===== config.mk =====
export PLATFORM = sky130hd
export DESIGN_NAME = hazard3_fetch_aligner
export DESIGN_NICKNAME = d
export VERILOG_FILES = /design/src/rtl/hazard3_fetch_aligner.sv
export SDC_FILE = /design/constraint.sdc
export NUM_CORES = 1
export LEC_CHECK = 0
export BUFFER_PORTS_ARGS = -buffer_cell sky130_fd_sc_hd__clkbuf_2
export CAP_MARGIN = 40
export CORE_MARGIN = 5
export CORE_UTILIZATION = 30
export CTS_CLUSTER_DIAMETER = 150
export DETAILED_ROUTE_END_ITERATION = 12
export PLACE_DENSITY_LB_ADDON = 0.05
export SYNTH_ARGS = -nofsm -noshare
export SYNTH_HDL_FRONTEND = slang
export SYNTH_SLANG_ARGS = --single-unit

===== constraint.sdc =====
create_clock -name clk -period 8.2 [get_ports clk]
set_clock_uncertainty 0.05 [all_clocks]
set_input_delay 1.64 -clock clk [delete_from_list [all_inputs] [get_ports clk]]
set_output_delay 1.64 -clock clk [all_outputs]
set_load 0.02 [all_outputs]

===== src/rtl/hazard3_fetch_aligner.sv =====
// hazard3_fetch_aligner: word-fetch sequencer and halfword aligner in front of the decompressor.
// Define FETCH_ALIGNER_ERR_EN to track a bus-error bit per buffered halfword.
module hazard3_fetch_aligner #(
    parameter logic [31:0] RESET_VECTOR = 32'h0000_0000,
    parameter int          BUF_HW       = 6,
    parameter int          MAX_OUTSTD   = 2
) (
    input  logic        clk,
    input  logic        rst_n,
    output logic        fetch_req,
    output logic [31:0] fetch_addr,
    input  logic        fetch_gnt,
    input  logic        fetch_rvld,
    input  logic [31:0] fetch_rdata,
    input  logic        fetch_rerr,
    input  logic        jump_vld,
    input  logic [31:0] jump_target,
    output logic        instr_vld,
    input  logic        instr_rdy,
    output logic [31:0] instr_data,
    output logic        instr_is_32bit,
    output logic        instr_err
);
    localparam int LW = $clog2(BUF_HW + 1);
    localparam int BW = 16 * BUF_HW;

    logic [BW-1:0] buf_r, buf_nxt_s;
    logic [LW-1:0] level_r, level_nxt_s;
    logic [LW-1:0] wr_pos_s;
    logic [1:0]    outstd_r, outstd_nxt_s;
    logic [1:0]    discard_r, discard_nxt_s;
    logic          skip_hw_r, skip_hw_nxt_s;
    logic [31:0]   addr_r, addr_nxt_s;
    logic          req_ok_s, grant_s, accept_s, pop_s, hw0_err_s;
    logic [1:0]    pop_cnt_s, push_cnt_s;
    logic [31:0]   push_data_s;
    int            room_need_s;
    logic          unused_tgt_s;

    assign unused_tgt_s = jump_target[0];

`ifdef FETCH_ALIGNER_ERR_EN
    logic [BUF_HW-1:0] err_r, err_nxt_s;
    logic [1:0]        push_err_s;

    assign hw0_err_s  = err_r[0];
    assign instr_err  = err_r[0] | (instr_is_32bit & err_r[1]);
    assign push_err_s = accept_s ? ({~skip_hw_r, 1'b1} & {2{fetch_rerr}}) : 2'b00;

    // Error bits move in lockstep with the halfwords they describe.
    always_comb begin
        if (jump_vld) begin
            err_nxt_s = '0;
        end else begin
            err_nxt_s = (err_r >> pop_cnt_s) | (BUF_HW'(push_err_s) << wr_pos_s);
        end
    end

    // Error-bit storage.
    always_ff @(posedge clk or negedge rst_n) begin
        if (!rst_n) begin
            err_r <= '0;
        end else begin
            err_r <= err_nxt_s;
        end
    end
`else
    logic unused_rerr_s;
    assign unused_rerr_s = fetch_rerr;
    assign hw0_err_s     = 1'b0;
    assign instr_err     = 1'b0;
`endif

    assign fetch_addr     = addr_r;
    assign instr_data     = buf_r[31:0];
    assign instr_is_32bit = (buf_r[1:0] == 2'b11);

    // A new word may be requested only if the buffer can absorb it and every word already in flight.
    always_comb begin
        room_need_s = int'(level_r) + 32'sd2 * int'(outstd_r) + 32'sd2;
        if (!jump_vld && (int'(outstd_r) < MAX_OUTSTD) && (room_need_s <= BUF_HW)) begin
            req_ok_s = 1'b1;
        end else begin
            req_ok_s = 1'b0;
        end
    end

    assign fetch_req = req_ok_s & rst_n;
    assign grant_s   = fetch_req & fetch_gnt;
    assign accept_s  = fetch_rvld & ~jump_vld & (discard_r == 2'd0);

    // Instruction is complete once both halves of a 32-bit encoding are present; a faulting hw0 goes out alone.
    always_comb begin
        if (level_r >= LW'(2'd2)) begin
            instr_vld = 1'b1;
        end else if ((level_r == LW'(2'd1)) && (!instr_is_32bit || hw0_err_s)) begin
            instr_vld = 1'b1;
        end else begin
            instr_vld = 1'b0;
        end
    end

    assign pop_s = instr_vld & instr_rdy & ~jump_vld;

    // Pop and push sizes plus the halfword(s) taken from the response word.
    always_comb begin
        if (!pop_s) begin
            pop_cnt_s = 2'd0;
        end else if (instr_is_32bit && !hw0_err_s) begin
            pop_cnt_s = 2'd2;
        end else begin
            pop_cnt_s = 2'd1;
        end
        if (!accept_s) begin
            push_cnt_s  = 2'd0;
            push_data_s = 32'h0000_0000;
        end else if (skip_hw_r) begin
            push_cnt_s  = 2'd1;
            push_data_s = {16'h0000, fetch_rdata[31:16]};
        end else begin
            push_cnt_s  = 2'd2;
            push_data_s = fetch_rdata;
        end
    end

    assign wr_pos_s = level_r - LW'(pop_cnt_s);

    // Drop popped halfwords from the bottom, append the response above whatever remains.
    always_comb begin
        if (jump_vld) begin
            buf_nxt_s   = '0;
            level_nxt_s = '0;
        end else begin
            buf_nxt_s   = (buf_r >> {pop_cnt_s, 4'b0000}) | (BW'(push_data_s) << {wr_pos_s, 4'b0000});
            level_nxt_s = wr_pos_s + LW'(push_cnt_s);
        end
    end

    // Fetch address, in-flight and discard bookkeeping; a jump redirects and marks in-flight words stale.
    always_comb begin
        outstd_nxt_s = outstd_r + {1'b0, grant_s} - {1'b0, fetch_rvld};
        if (jump_vld) begin
            addr_nxt_s    = {jump_target[31:2], 2'b00};
            skip_hw_nxt_s = jump_target[1];
            discard_nxt_s = outstd_r - {1'b0, fetch_rvld};
        end else begin
            addr_nxt_s    = grant_s ? (addr_r + 32'd4) : addr_r;
            skip_hw_nxt_s = accept_s ? 1'b0 : skip_hw_r;
            if (fetch_rvld && (discard_r != 2'd0)) begin
                discard_nxt_s = discard_r - 2'd1;
            end else begin
                discard_nxt_s = discard_r;
            end
        end
    end

    // State registers.
    always_ff @(posedge clk or negedge rst_n) begin
        if (!rst_n) begin
            buf_r     <= '0;
            level_r   <= '0;
            outstd_r  <= 2'd0;
            discard_r <= 2'd0;
            skip_hw_r <= 1'b0;
            addr_r    <= {RESET_VECTOR[31:2], 2'b00};
        end else begin
            buf_r     <= buf_nxt_s;
            level_r   <= level_nxt_s;
            outstd_r  <= outstd_nxt_s;
            discard_r <= discard_nxt_s;
            skip_hw_r <= skip_hw_nxt_s;
            addr_r    <= addr_nxt_s;
        end
    end

endmodule

==> impl_metrics.ini <==
[status]
status = completed

[clock_network]
root_buffer = clkbuf_16
cts_max_level = 4
numCtsBuffers = 17
cts_tree = built
clkTransAtPathRegs_ns = 0.06
post_cts_buffers = 0
cts.sinks = 134
clock_latency_ns = 0.42
cts.path.max_buffers = 2
holdBufCountCts = 0
ctsResizeCount = 0

[worst_hold_path]
hold_class = flip-flop to flip-flop
hold_depth = 2

[drt]
antenna_left = 0
drc = 0
vias_per_cell = 5.17
vias = 7210
wl_per_cell_um = 19.1
first_pass_iters = 6
drt_iter0_drc = 470
drt_wl_total_um = 26600

[die]
num_rows = 60
core_sq_um = 26700
io_pins = 139
start_util_pct = 30.1
die_area_sq_um = 30200
chipWidth_um = 174
die_h_um = 174

[synthesis]
synth_seq_cells = 134
syn_area_per_cell_sq_um = 8.26
ys.flop_type = dfrtp_1
synth_edf_count = 0
synth_area_sq_um = 8050
synthArstFlopShare_pct = 100
seq_area_frac_synth_pct = 41.6
netlist_instances = 975
yosysWarnings = 0
synthDistinctLibCells = 54

[critical_path]
crit_chain = buf_4 -> nor2b_1 -> o2111ai_1 -> inv_1 -> fa_1 -> xor2_1 -> or3_1 -> nor2b_1 -> buf_4 -> a221o_1
setup.worst_path.start_class = input pin
crit_buf_inv = 3
end_kind = flip-flop
critPathMaxStageDelay_ns = 0.52
crit_slowest_cell = or3_1
rr_worst_depth = 8
critPathArrivalTime_ns = 4.81
required_ns = 8.49
cp_max_fo = 47
crit_family = simple AND/OR/NAND/NOR gates
critical_path_depth = 10
path_class = input pin to flip-flop

[placed_design]
dpl_cell_area_sq_um = 8870
port_buffers = 133
place.gp.congestion = 0.755
hpwl_um = 17100

[sta]
slew_violations = 0
clock.fmax_ghz = 0.221
hold_viol_final = 0
min_period_ns = 4.52
tightest_slew_ns = 0.918
fin_setup_tns_ns = 0
min_period_over_period_pct = 55.1
relSlewSlack_pct = 38.7
setup_viol = 0
rsz0062_at_grt = false

[cells_and_area]
seq_area_sq_um = 3350
antenna_cells = 0
fillers = 2882
layout.cells.most_common_list = nand2_1 (223), dfrtp_1 (134), clkbuf_2 (131)
layout.nets = 1125
multi_input_area_sq_um = 4140
syn_to_final_growth_pct = 17.5
final_common_cell = nand2_1
layout-drive-gt1-share_pct = 18.9
fin_area_sq_um = 9460

[grt]
grt_pass1_vias = 7304
grt_max_degree = 74
grt_overflow = 0
grt_usage_pct = 17.6
antenna_found_initial = 0
grt_pass1_wl_um = 42500

[power]
ir_drop_v = 0.000109
power.density_nw_per_um2 = 235
p_leak_nw = 3.98

[run]
maxCapViolations = 0
## kinds of logic after synthesis
family,after synthesis,share of synthesized area (%)
and+or+nand+nor,407,22.5
AOI/OAI and AO/OA,229,18.3
xor gates and xnor gates,31,3.37
other,1,0.0466
buffers and inverters,125,7.52
muxes,36,4.49
DFF,134,41.6
adders and majority gates,12,2.14
## worst paths after layout
path                            startpoint        end  slack [ns]
worst max-delay path              jump_vld  buf_r[47]        3.68
worst min-delay path             buf_r[89]  buf_r[89]        0.46
worst max register to register  level_r[0]  buf_r[47]        4.52
worst min register to register   buf_r[89]  buf_r[89]        0.46
max in group asynchronous            rst_n  buf_r[29]        5.26
min in group asynchronous            rst_n  buf_r[19]        1.10
## registers in the layout (all words and copies together) (netlist names)
signal / cells
outstd_r: 2
skip_hw_r: 1
fetch_addr: 30
discard_r: 2
buf_r: 96
level_r: 3
## through the flow
step / hold slack, ns / utilization, % / worst slack, ns / instances / power [mW]
floorplan: 0.420 / - / 3.16 / 977 / 1.26
global placement: 0.446 / 32.8 / 2.84 / 1358 / 1.43
detailed placement: 0.453 / 33.2 / 3.21 / 1364 / 1.45
CTS: 0.467 / 35.4 / 3.66 / 1394 / 2.26
global route: 0.491 / 35.4 / 3.40 / 1394 / 2.36
finish: 0.462 / 35.4 / 3.68 / 1394 / 2.22
## where the power goes
part | switching, mW | total, mW | internal (mW)
Clock | 0.313 | 0.796 | 0.484
Sequential | 0.0812 | 0.830 | 0.748
Combinational | 0.378 | 0.596 | 0.218
## Yosys cell counts, drive strengths merged, types with 5 or more instances
library cell | number | area share, %
a221o | 17 | 2.1
and3 | 5 | 0.39
nand2 | 224 | 10
a21oi | 35 | 2.2
o22ai | 32 | 2.5
ha | 9 | 1.4
xor2 | 9 | 0.98
nor2b | 9 | 0.70
or3 | 5 | 0.39
and2 | 16 | 1.2
nor2 | 51 | 2.4
nor3 | 5 | 0.37
inv | 16 | 0.75
nand4 | 9 | 0.78
dfrtp | 134 | 42
a311oi | 16 | 1.7
nand3 | 62 | 3.9
xnor2 | 22 | 2.4
a222oi | 12 | 1.5
a22oi | 7 | 0.65
buf | 46 | 3.8
clkbuf | 63 | 2.9
o21ai | 91 | 5.7
a31oi | 5 | 0.39
mux2i | 35 | 4.3
## worst register-to-register path, stage by stage, from the launching register on
cell,delay [ns]
dfrtp_1,0.49
a21boi_0,0.26
o31a_2,0.33
nor3b_1,0.33
fa_1,0.58
or3_1,0.57
nor2b_1,0.48
buf_4,0.35
a221o_1,0.18
## per-layer routing
metal	track usage [%]	part of all wire, %
met3	4.19	4.9
met1	24.2	48
met2	28.3	46
met5	0	0
met4	3.93	0.92
## final cells by class
| cell class | instances | area share, % |
|---|---|---|
| Inverter | 16 | 0.635 |
| Timing Repair Buffer | 155 | 9.40 |
| Sequential cell | 134 | 35.4 |
| Clock buffer | 18 | 4.64 |
| Multi-Input combinational cell | 718 | 43.7 |
| Tap cell | 341 | 4.51 |
| Clock inverter | 12 | 1.63 |
No activity file was read; power rests on OpenSTA's default activity.
